File: src/rtl/text_console_pkg.sv
// Shared constants, control codes, cell layout and FSM states for the text console writer.
// The TAB state exists only when TEXT_CONSOLE_TAB_EN is defined.
package text_console_pkg;

  localparam int COLS     = 80;
  localparam int ROWS     = 30;
  localparam int FB_DEPTH = 2400;
  localparam int FB_AW    = 12;

  localparam logic [7:0] CH_BS    = 8'h08;
  localparam logic [7:0] CH_HT    = 8'h09;
  localparam logic [7:0] CH_LF    = 8'h0A;
  localparam logic [7:0] CH_FF    = 8'h0C;
  localparam logic [7:0] CH_CR    = 8'h0D;
  localparam logic [7:0] CH_SPACE = 8'h20;

  typedef struct packed {
    logic [7:0] attr;
    logic [7:0] chr;
  } cell_t;

`ifdef TEXT_CONSOLE_TAB_EN
  typedef enum logic [2:0] {IDLE, EXEC, CLR_LINE, CLR_SCREEN, TAB} state_t;
`else
  typedef enum logic [2:0] {IDLE, EXEC, CLR_LINE, CLR_SCREEN} state_t;
`endif

  // row*80 as (row<<6)+(row<<4), kept in frame-buffer address width
  function automatic logic [FB_AW-1:0] row_base(input logic [4:0] row);
    logic [FB_AW-1:0] r;
    r = {{(FB_AW-5){1'b0}}, row};
    return (r << 6) + (r << 4);
  endfunction

endpackage

File: src/rtl/console_clear_seq.sv
// Emits len consecutive write strobes from base upward, with a done pulse on the last one.
// The address holds at the final cell instead of wrapping.
module console_clear_seq
  import text_console_pkg::*;
(
  input  logic             CLK,
  input  logic             RST,
  input  logic             start,
  input  logic [FB_AW-1:0] base,
  input  logic [FB_AW-1:0] len,
  output logic             we,
  output logic [FB_AW-1:0] addr,
  output logic             done
);

  logic [FB_AW-1:0] remain_q;

  always_ff @(posedge CLK) begin
    if (RST) begin
      we       <= 1'b0;
      addr     <= '0;
      remain_q <= '0;
    end else if (start) begin
      we       <= 1'b1;
      addr     <= base;
      remain_q <= len - 12'd1;
    end else if (we) begin
      if (remain_q == '0) begin
        we <= 1'b0;
      end else begin
        addr     <= addr + 12'd1;
        remain_q <= remain_q - 12'd1;
      end
    end
  end

  assign done = we && (remain_q == '0);

endmodule

File: src/rtl/text_console_writer.sv
// Byte-stream text console: decodes characters/control codes, owns the cursor and writes
// {attr, char} cells into the 80x30 frame buffer. Optional HT support: TEXT_CONSOLE_TAB_EN.
module text_console_writer #(
  parameter int         COLS         = 80,
  parameter int         ROWS         = 30,
  parameter logic [7:0] CLEAR_ATTR   = 8'h07,
  parameter bit         CLEAR_ON_RST = 1'b1
) (
  input  logic        CLK,
  input  logic        RST,
  input  logic        in_valid,
  output logic        in_ready,
  input  logic [7:0]  in_char,
  input  logic [7:0]  in_attr,
  output logic        fb_we,
  output logic [11:0] fb_addr,
  output logic [15:0] fb_wdata,
  output logic [6:0]  cursor_col,
  output logic [4:0]  cursor_row,
  output logic        busy,
  output logic [2:0]  dbg_state
);
  import text_console_pkg::*;

  localparam cell_t CLEAR_CELL = '{attr: CLEAR_ATTR, chr: CH_SPACE};

  // Handshake: a byte transfers on a rising edge where in_valid && in_ready; in_ready is
  // high only while IDLE, and the source must hold in_valid/in_char/in_attr until then.
  state_t     state_q, state_d, after_q, after_d;
  logic [6:0] col_q, col_d, adv_col;
  logic [4:0] row_q, row_d, adv_row, nl_row;
  logic       adv_wrap, printable;
  logic       wr_q, wr_d, ready_q, go_q, go_d;
  logic [11:0] wr_addr_q, wr_addr_d, cur_addr, clr_base_q, clr_len_q;
  cell_t      wr_data_q, wr_data_d;
  logic       seq_we, seq_done;
  logic [11:0] seq_addr;

  assign printable = (in_char >= 8'h20) && (in_char <= 8'h7E);
  assign cur_addr  = row_base(row_q) + {5'd0, col_q};
  assign nl_row    = (row_q == 5'(ROWS - 1)) ? 5'd0 : row_q + 5'd1;
  assign adv_wrap  = (col_q == 7'(COLS - 1));
  assign adv_col   = adv_wrap ? 7'd0 : col_q + 7'd1;
  assign adv_row   = adv_wrap ? nl_row : row_q;
  assign go_d      = ((state_d == CLR_LINE) || (state_d == CLR_SCREEN)) && (state_d != state_q);

  // Decode happens on the accepting edge so the cell write is visible during EXEC.
  always_comb begin
    state_d   = state_q;
    after_d   = after_q;
    col_d     = col_q;
    row_d     = row_q;
    wr_d      = 1'b0;
    wr_addr_d = wr_addr_q;
    wr_data_d = wr_data_q;
    case (state_q)
      IDLE: if (in_valid && ready_q) begin
        state_d = EXEC;
        after_d = IDLE;
        if (printable) begin
          wr_d      = 1'b1;
          wr_addr_d = cur_addr;
          wr_data_d = '{attr: in_attr, chr: in_char};
          col_d     = adv_col;
          row_d     = adv_row;
          if (adv_wrap) after_d = CLR_LINE;
        end else begin
          case (in_char)
            CH_CR: col_d = '0;
            CH_LF: begin
              col_d   = '0;
              row_d   = nl_row;
              after_d = CLR_LINE;
            end
            CH_BS: if (col_q != 7'd0) begin
              col_d     = col_q - 7'd1;
              wr_d      = 1'b1;
              wr_addr_d = cur_addr - 12'd1;
              wr_data_d = CLEAR_CELL;
            end
            CH_FF: begin
              col_d   = '0;
              row_d   = '0;
              after_d = CLR_SCREEN;
            end
`ifdef TEXT_CONSOLE_TAB_EN
            CH_HT: begin
              wr_d      = 1'b1;
              wr_addr_d = cur_addr;
              wr_data_d = CLEAR_CELL;
              col_d     = adv_col;
              row_d     = adv_row;
              after_d   = adv_wrap ? CLR_LINE : ((adv_col[2:0] == 3'd0) ? IDLE : TAB);
            end
`endif
            default: ;
          endcase
        end
      end
      EXEC:     state_d = after_q;
      CLR_LINE: if (seq_done) state_d = IDLE;
      CLR_SCREEN: if (seq_done) begin
        state_d = IDLE;
        col_d   = '0;
        row_d   = '0;
      end
`ifdef TEXT_CONSOLE_TAB_EN
      // The final tab write lands in EXEC, which then hands over to IDLE or CLR_LINE.
      TAB: begin
        wr_d      = 1'b1;
        wr_addr_d = cur_addr;
        wr_data_d = CLEAR_CELL;
        col_d     = adv_col;
        row_d     = adv_row;
        if (adv_wrap || (adv_col[2:0] == 3'd0)) begin
          state_d = EXEC;
          after_d = adv_wrap ? CLR_LINE : IDLE;
        end
      end
`endif
      default: state_d = IDLE;
    endcase
  end

  always_ff @(posedge CLK) begin
    if (RST) begin
      state_q    <= CLEAR_ON_RST ? CLR_SCREEN : IDLE;
      after_q    <= IDLE;
      col_q      <= '0;
      row_q      <= '0;
      wr_q       <= 1'b0;
      wr_addr_q  <= '0;
      wr_data_q  <= '0;
      ready_q    <= 1'b0;
      go_q       <= CLEAR_ON_RST;
      clr_base_q <= '0;
      clr_len_q  <= 12'(FB_DEPTH);
    end else begin
      state_q   <= state_d;
      after_q   <= after_d;
      col_q     <= col_d;
      row_q     <= row_d;
      wr_q      <= wr_d;
      wr_addr_q <= wr_addr_d;
      wr_data_q <= wr_data_d;
      ready_q   <= (state_d == IDLE);
      go_q      <= go_d;
      if (go_d) begin
        clr_base_q <= (state_d == CLR_SCREEN) ? 12'd0 : row_base(row_d);
        clr_len_q  <= (state_d == CLR_SCREEN) ? 12'(FB_DEPTH) : 12'(COLS);
      end
    end
  end

  console_clear_seq u_clear (
    .CLK   (CLK),
    .RST   (RST),
    .start (go_q),
    .base  (clr_base_q),
    .len   (clr_len_q),
    .we    (seq_we),
    .addr  (seq_addr),
    .done  (seq_done)
  );

  assign fb_we      = wr_q | seq_we;
  assign fb_addr    = seq_we ? seq_addr : wr_addr_q;
  assign fb_wdata   = seq_we ? CLEAR_CELL : wr_data_q;
  assign in_ready   = ready_q;
  assign cursor_col = col_q;
  assign cursor_row = row_q;
  assign busy       = (state_q == CLR_LINE) || (state_q == CLR_SCREEN);
  assign dbg_state  = state_q;

endmodule

File: config.mk
export PLATFORM = sky130hd
export DESIGN_NAME = text_console_writer
export DESIGN_NICKNAME = d
export VERILOG_FILES = /design/src/rtl/text_console_pkg.sv /design/src/rtl/console_clear_seq.sv /design/src/rtl/text_console_writer.sv
export SDC_FILE = /design/constraint.sdc
export NUM_CORES = 1
export LEC_CHECK = 0
export CAP_MARGIN = 20
export CORE_UTILIZATION = 31
export DETAILED_ROUTE_END_ITERATION = 12
export PLACE_DENSITY = 0.57
export SLEW_MARGIN = 10
export SYNTH_ARGS = -nofsm -noshare
export SYNTH_HDL_FRONTEND = slang
export SYNTH_SLANG_ARGS = --single-unit
File: constraint.sdc
create_clock -name CLK -period 3.7 [get_ports CLK]
set_input_delay 0.37 -clock CLK [delete_from_list [all_inputs] [get_ports CLK]]
set_output_delay 0.37 -clock CLK [all_outputs]
set_load 0.02 [all_outputs]
# Word level (Yosys, flattened, before mapping)
# Index checks and enable logic that the tools add are counted.
# op_classes
n_eq_ne	17
n_bitwise	3
magnitude_cmp	2
div_mod_pow	0
shifts	0
add_sub_neg	10
multipliers	0
muxes	42
reduce_logical	21
# ops
op	count
2-to-1 mux 12 bit	12
2-to-1 mux 16 bit	4
subtractor 12 x 1 -> 12 bit, second input constant	3
2-to-1 mux 7 bit	5
== test 8 x 4 -> 1 bit, second input constant	4
one-hot mux 7 bit (2 select lines)	2
2-to-1 mux 5 bit	5
adder 11 x 9 -> 12 bit	2
one-hot mux 5 bit (2 select lines)	2
adder 12 x 1 -> 12 bit, second input constant	1
adder 12 x 7 -> 12 bit	1
== test 3 x 2 -> 1 bit, second input constant	4
zero test 12 bit	1
2-to-1 mux 3 bit	3
one-hot mux 3 bit (3 select lines)	1
greater-or-equal comparator 8 x 6 -> 1 bit, second input constant	1
<= comparator 8 x 7 -> 1 bit, second input constant	1
nonzero test 2 bit	4
adder 7 x 1 -> 7 bit, second input constant	1
== test 7 bit, second input constant	1
nonzero test 7 bit	1
subtractor 7 x 1 -> 7 bit, second input constant	1
zero test 3 bit	2
2-to-1 mux 1 bit	6
other kinds (18)	27
# totals
reg_bits	98
latchBits	0
rom_bits	0
n_memories	0
ram_bits	0

# Logic depth before layout (Yosys ltp)
# depth
depth_word	8
mapped_depth	13
mapped_depth_nobuf	13

# Modules after synthesis
# Synthesis repeated with hierarchy kept, for this count alone.
# unflattened
cells_unflattened	641
hier_area_um2	5187.5
# by_module_without_submodules
module	cells_each	instances	area_each_um2
text_console_writer	436	1	3540.9
console_clear_seq	205	1	1646.6

# Worst setup path after synthesis
# No wires, ideal clock.
# synth_path
path_kind	reg2reg
startpoint	register row_q[0], in the netlist cursor_row[0]
endpoint	register wr_addr_q[11]
period_less_slack_ps	3404
t_required_ps	3609
path_stages_with_launch	12
setup_slack_ps	296
path_buffers	0
t_arrival_ps	3313
path_cell_list	dfxtp_1 -> inv_1 -> fa_1 -> inv_1 -> ha_1 -> a21o_1 -> a21oi_1 -> xnor2_1 -> or2_2 -> or3_1 -> or3b_2 -> a311oi_1
# synth_via
elab_chain_len	6
# synth_rtl
element	line	text
from (decl)	text_console_writer.sv:31	logic [4:0] row_q, row_d, adv_row, nl_row;
from (signal assigned)	text_console_writer.sv:142	row_q <= row_d;
adder 11 x 9 -> 12 bit (*)	text_console_pkg.sv:32	return (r << 6) + (r << 4);
adder 12 x 7 -> 12 bit (*)	text_console_writer.sv:40	assign cur_addr = row_base(row_q) + {5'd0, col_q};
subtractor 12 x 1 -> 12 bit	text_console_writer.sv:78	wr_addr_d = cur_addr - 12'd1;
2-to-1 mux 12 bit	text_console_writer.sv:75	CH_BS: if (col_q != 7'd0) begin
2-to-1 mux 12 bit	text_console_writer.sv:68	case (in_char)
2-to-1 mux 12 bit (*)	text_console_writer.sv:60	if (printable) begin
to (signal assigned)	text_console_writer.sv:144	wr_addr_q <= wr_addr_d;
to (decl)	text_console_writer.sv:34	logic [11:0] wr_addr_q, wr_addr_d, cur_addr, clr_base_q, clr_len_q;
# Mark *: on every way between the ends. The rest lies on a longest branch, timed or not. The select of a mux whose other input is x is not followed.
# A chain may end at the register's enable or synchronous reset.

# Final worst setup path
# layout_path
startpoint	register u_clear.remain_q[0]
endpoint	register clr_base_q[10]
# layout_via
elab_cells_between_ends	13
# layout_rtl
element	line	text
from (decl)	console_clear_seq.sv:16	logic [FB_AW-1:0] remain_q;
from (signal assigned)	console_clear_seq.sv:26	remain_q <= len - 12'd1;
from (signal assigned)	console_clear_seq.sv:32	remain_q <= remain_q - 12'd1;
zero test 12 bit	console_clear_seq.sv:37	assign done = we && (remain_q == '0);
logical AND 1 bit	console_clear_seq.sv:37	
2-to-1 mux 5 bit	text_console_writer.sv:102	CLR_SCREEN: if (seq_done) begin
one-hot mux 5 bit (2 select lines)	text_console_writer.sv:56	case (state_q)
net row_d[2]	text_console_writer.sv:31	
adder 11 x 9 -> 12 bit	text_console_pkg.sv:32	
2-to-1 mux 12 bit	text_console_writer.sv:149	clr_base_q <= (state_d == CLR_SCREEN) ? 12'd0 : row_base(row_d);
to (signal assigned)	text_console_writer.sv:149	
to (decl)	text_console_writer.sv:34	
# The timed path passes the listed nets, and every way through them passes these cells.

==> impl_results.md <==
- Clock Tree Buf Depth: 2
- Crit Reg-Reg Endpoint: clr_base_q[10]$_SDFFE_PP0P_
- Worst Hold Path Cells: 2
- Antenna violations before repair: 0
- Static Leak: 2.31 nW
- Sequential share of power: 0.465
- Share of flip-flops with an asynchronous set or reset: 0
- Diode count: 0
- Status: complete, but fails checks
- Setup TNS: 0 ns
- Cell area after synthesis: 0.00472 mm^2
- Die height: 125 um
- Post-CTS Setup Bufs: 0
- CTS resizes: 0
- R2R depth: 10
- DP HPWL: 9750 um
- EDFF count, synth: 0
- Post-synthesis cell type count: 71
- CTS Hold Bufs: 0
- First-pass GRT wire length: 21500 um
- Register area: 0.00166 mm^2
- Crit path time final: 3.49 ns
- DRT iter0 DRCs: 228
- Slew @ Worst Pin: 0.976 ns
- Switching pwr: 0.000527 W
- Sink Count: 83
- Htree depth: 3
- Final Util: 0.406
- Worst vdd ir: 180 uV
- Hold Path Sink: wr_data_q[6]$_SDFFE_PP0P_
- Syn Inst Count: 569
- Worst Skew: 0.00720 ns
- Yosys warning count: 0
- Layout area overhead: 26.6%
- Overflow left after global routing: 0
- Power Dens Cells: 338 mW/mm^2
- Nets: 684
- Vias in the first global route: 4276
- Commonest cells after routing, fill and taps aside: 83 x dfxtp_1, 82 x nor2_1, 63 x clkdlybuf4s50_1, 43 x nand2_1, 29 x a21oi_1
- Combinational power share: 0.123
- DR vias/cell: 5.19
- Starting density of the core: 0.321
- I/O Buffers: 64
- Design Area, Final: 0.00597 mm^2
- CP required: 3.94 ns
- Clk slew on worst S/H paths: 0.06 ns
- R2R Path Start: u_clear.remain_q[0]$_SDFFE_PP0P_
- Worst Setup Start Kind: flip-flop
- FILL cells: 1503
- Highest Clock Rate: 286 MHz
- Power Total: 0.00202 W
- Post-Route WL: 13000 um
- Placed Area: 0.00570 mm^2
- Sequential fraction of the synthesis area: 0.352
- Synth Register Bits: 83
- Num CTS Buffers: 9
- Hold_sp: wr_data_q[6]$_SDFFE_PP0P_
- Core Box Area: 0.0147 mm^2
- Top Ports: 65
- Area share of the largest cell type after synthesis: 0.352
- Critical path type: flip-flop to flip-flop
- DR vias: 4320
- Tcrit/Tclk final: 0.944
- Final Hold Fails: 0
- Hold crit path type: flip-flop to flip-flop
- Slew Limit Headroom: 0.346
- Share of cells above drive strength 1: 0.130
- Max Cap Violations: 0
- Area of the multi-input gates: 0.00287 mm^2
- Most common cell after layout, fill and taps aside: dfxtp_1
- Failing checks: DRC
- Synth top area cells: dfxtp_1 35%, nor2_1 6.5%, ha_1 5.0%
- Critical path fanouts, max: 5
- Clock Latency Late Sink: 0.34 ns
- Largest net degree at the start of global routing: 39
- # rows: 44
- Die area: 0.0157 mm^2
- Syn Nets: 609
- CTS tree: done
- DRT Pass-1 Iters: 9
- Root Buffer: clkbuf_16
- Gpl congestion: 0.903
- Remaining DRCs: 3
- WP data arrival: 3.73 ns
- Setup slack, reg-to-reg: 0.21 ns
- Critical Path End Type: flip-flop
- Sw Share: 0.261
- Total global-route track usage: 0.172
- RSZ-0062 raised after global routing: false
- Final count of pins violating max slew: 0
- Wire length per cell: 15.6 um
- Die X-Extent: 125 um
- Synth Flop Type: dfxtp_1
- Final ANT Viol Nets: 0
- Internal power: 0.00149 W
- Clock share of power: 0.412
- Post-synth top area cell: dfxtp_1
- # setup viols final: 0
- Avg Cell Area, Syn: 8.29 um^2
-- layout make-up --
type                       count  share of cell area
clock buffer                  11              0.0407
clock inverter                 4             0.00461
inverter                      19              0.0119
multi-input combinational    438               0.481
sequential                    83               0.278
tap                          184              0.0386
timing repair buffer          93               0.145
-- metrics by stage --
| stage | setup WS (ns) | hold WS (ns) | std cells |
|---|---|---|---|
| global placement | 0.130 | 0.444 | 817 |
| CTS | 0.207 | 0.457 | 832 |
| global route | 0.0234 | 0.475 | 832 |
| detailed placement | 0.0126 | 0.448 | 817 |
| floorplan | 0.296 | 0.426 | 569 |
| finish | 0.208 | 0.451 | 832 |
-- state kept, by name (all words and copies together) (netlist names), 3 cells and up --
| name | flops |
|---|---|
| u_clear.addr | 12 |
| clr_base_q | 8 |
| wr_addr_q | 12 |
| wr_data_q | 16 |
| cursor_col | 7 |
| u_clear.remain_q | 12 |
| cursor_row | 5 |
| dbg_state | 3 |
-- Yosys cell counts, drive strengths merged, types with 3 or more instances --
master	number
nand4	9
a22oi	11
a21o	3
o21bai	5
and2	9
a21oi	29
a311oi	6
a31oi	6
nand3	18
nand2	43
clkbuf	24
a211oi	14
nor4	4
or3	7
a21boi	3
nor2b	15
dfxtp	83
o21ai	15
nor3	14
ha	19
mux2	12
inv	18
or2	12
xor2	19
nand2b	7
buf	5
xnor2	20
o211ai	5
nor2	82
and3	6
-- power by group through the flow --
stage	Combinational [W]	Sequential, W	Clock (W)
detailed placement	0.000248	0.000960	0
finish	0.000248	0.000940	0.000831
CTS	0.000250	0.000940	0.000856
floorplan	0.000159	0.000953	0
global route	0.000272	0.000944	0.000895
global placement	0.000245	0.000958	0
-- logic make-up after synthesis --
logic type / share of synthesized area
multiplexers: 0.0308
adder cells (fa/ha/maj): 0.0589
AND/OR/NAND/NOR: 0.253
buffers and inverters: 0.0390
other: 0.000795
AO/OA/AOI/OAI: 0.193
flip-flops: 0.352
XOR/XNOR: 0.0724
-- worst max path at each step --
stage / start / endpoint / slack (ns) / cells after the start
global placement: in_char[4] / clr_base_q[10]$_SDFFE_PP0P_ / 0.13 / 12
floorplan: cursor_row[0]$_SDFF_PP0_ / wr_addr_q[11]$_SDFFE_PP0P_ / 0.30 / 11
CTS: u_clear.remain_q[0]$_SDFFE_PP0P_ / clr_base_q[10]$_SDFFE_PP0P_ / 0.21 / 10
finish: u_clear.remain_q[0]$_SDFFE_PP0P_ / clr_base_q[10]$_SDFFE_PP0P_ / 0.21 / 10
global route: u_clear.remain_q[0]$_SDFFE_PP0P_ / clr_base_q[10]$_SDFFE_PP0P_ / 0.02 / 10
detailed placement: in_char[0] / clr_base_q[10]$_SDFFE_PP0P_ / 0.01 / 12
-- critical path: stages, from the launching register on --
cell and delay, ns:
dfxtp_1 0.34, or4_4 0.59, nor4_4 0.37, a31oi_2 0.21, and2_2 0.25, or2_2 0.31
ha_1 0.24, ha_1 0.21, a2111o_1 0.31, a211o_1 0.31, a32o_1 0.25
-- metal layers --
layer  GRT usage  share of wire  up-vias  wire [um]
met3      0.0535          0.057       15        746
li1            -              -     2167          -
met4      0.0473          0.011        0        142
met5           0              0        -          0
met1       0.216           0.47     2029       6150
met2       0.285           0.46      109       5960
(Power assumes the default switching activity.)
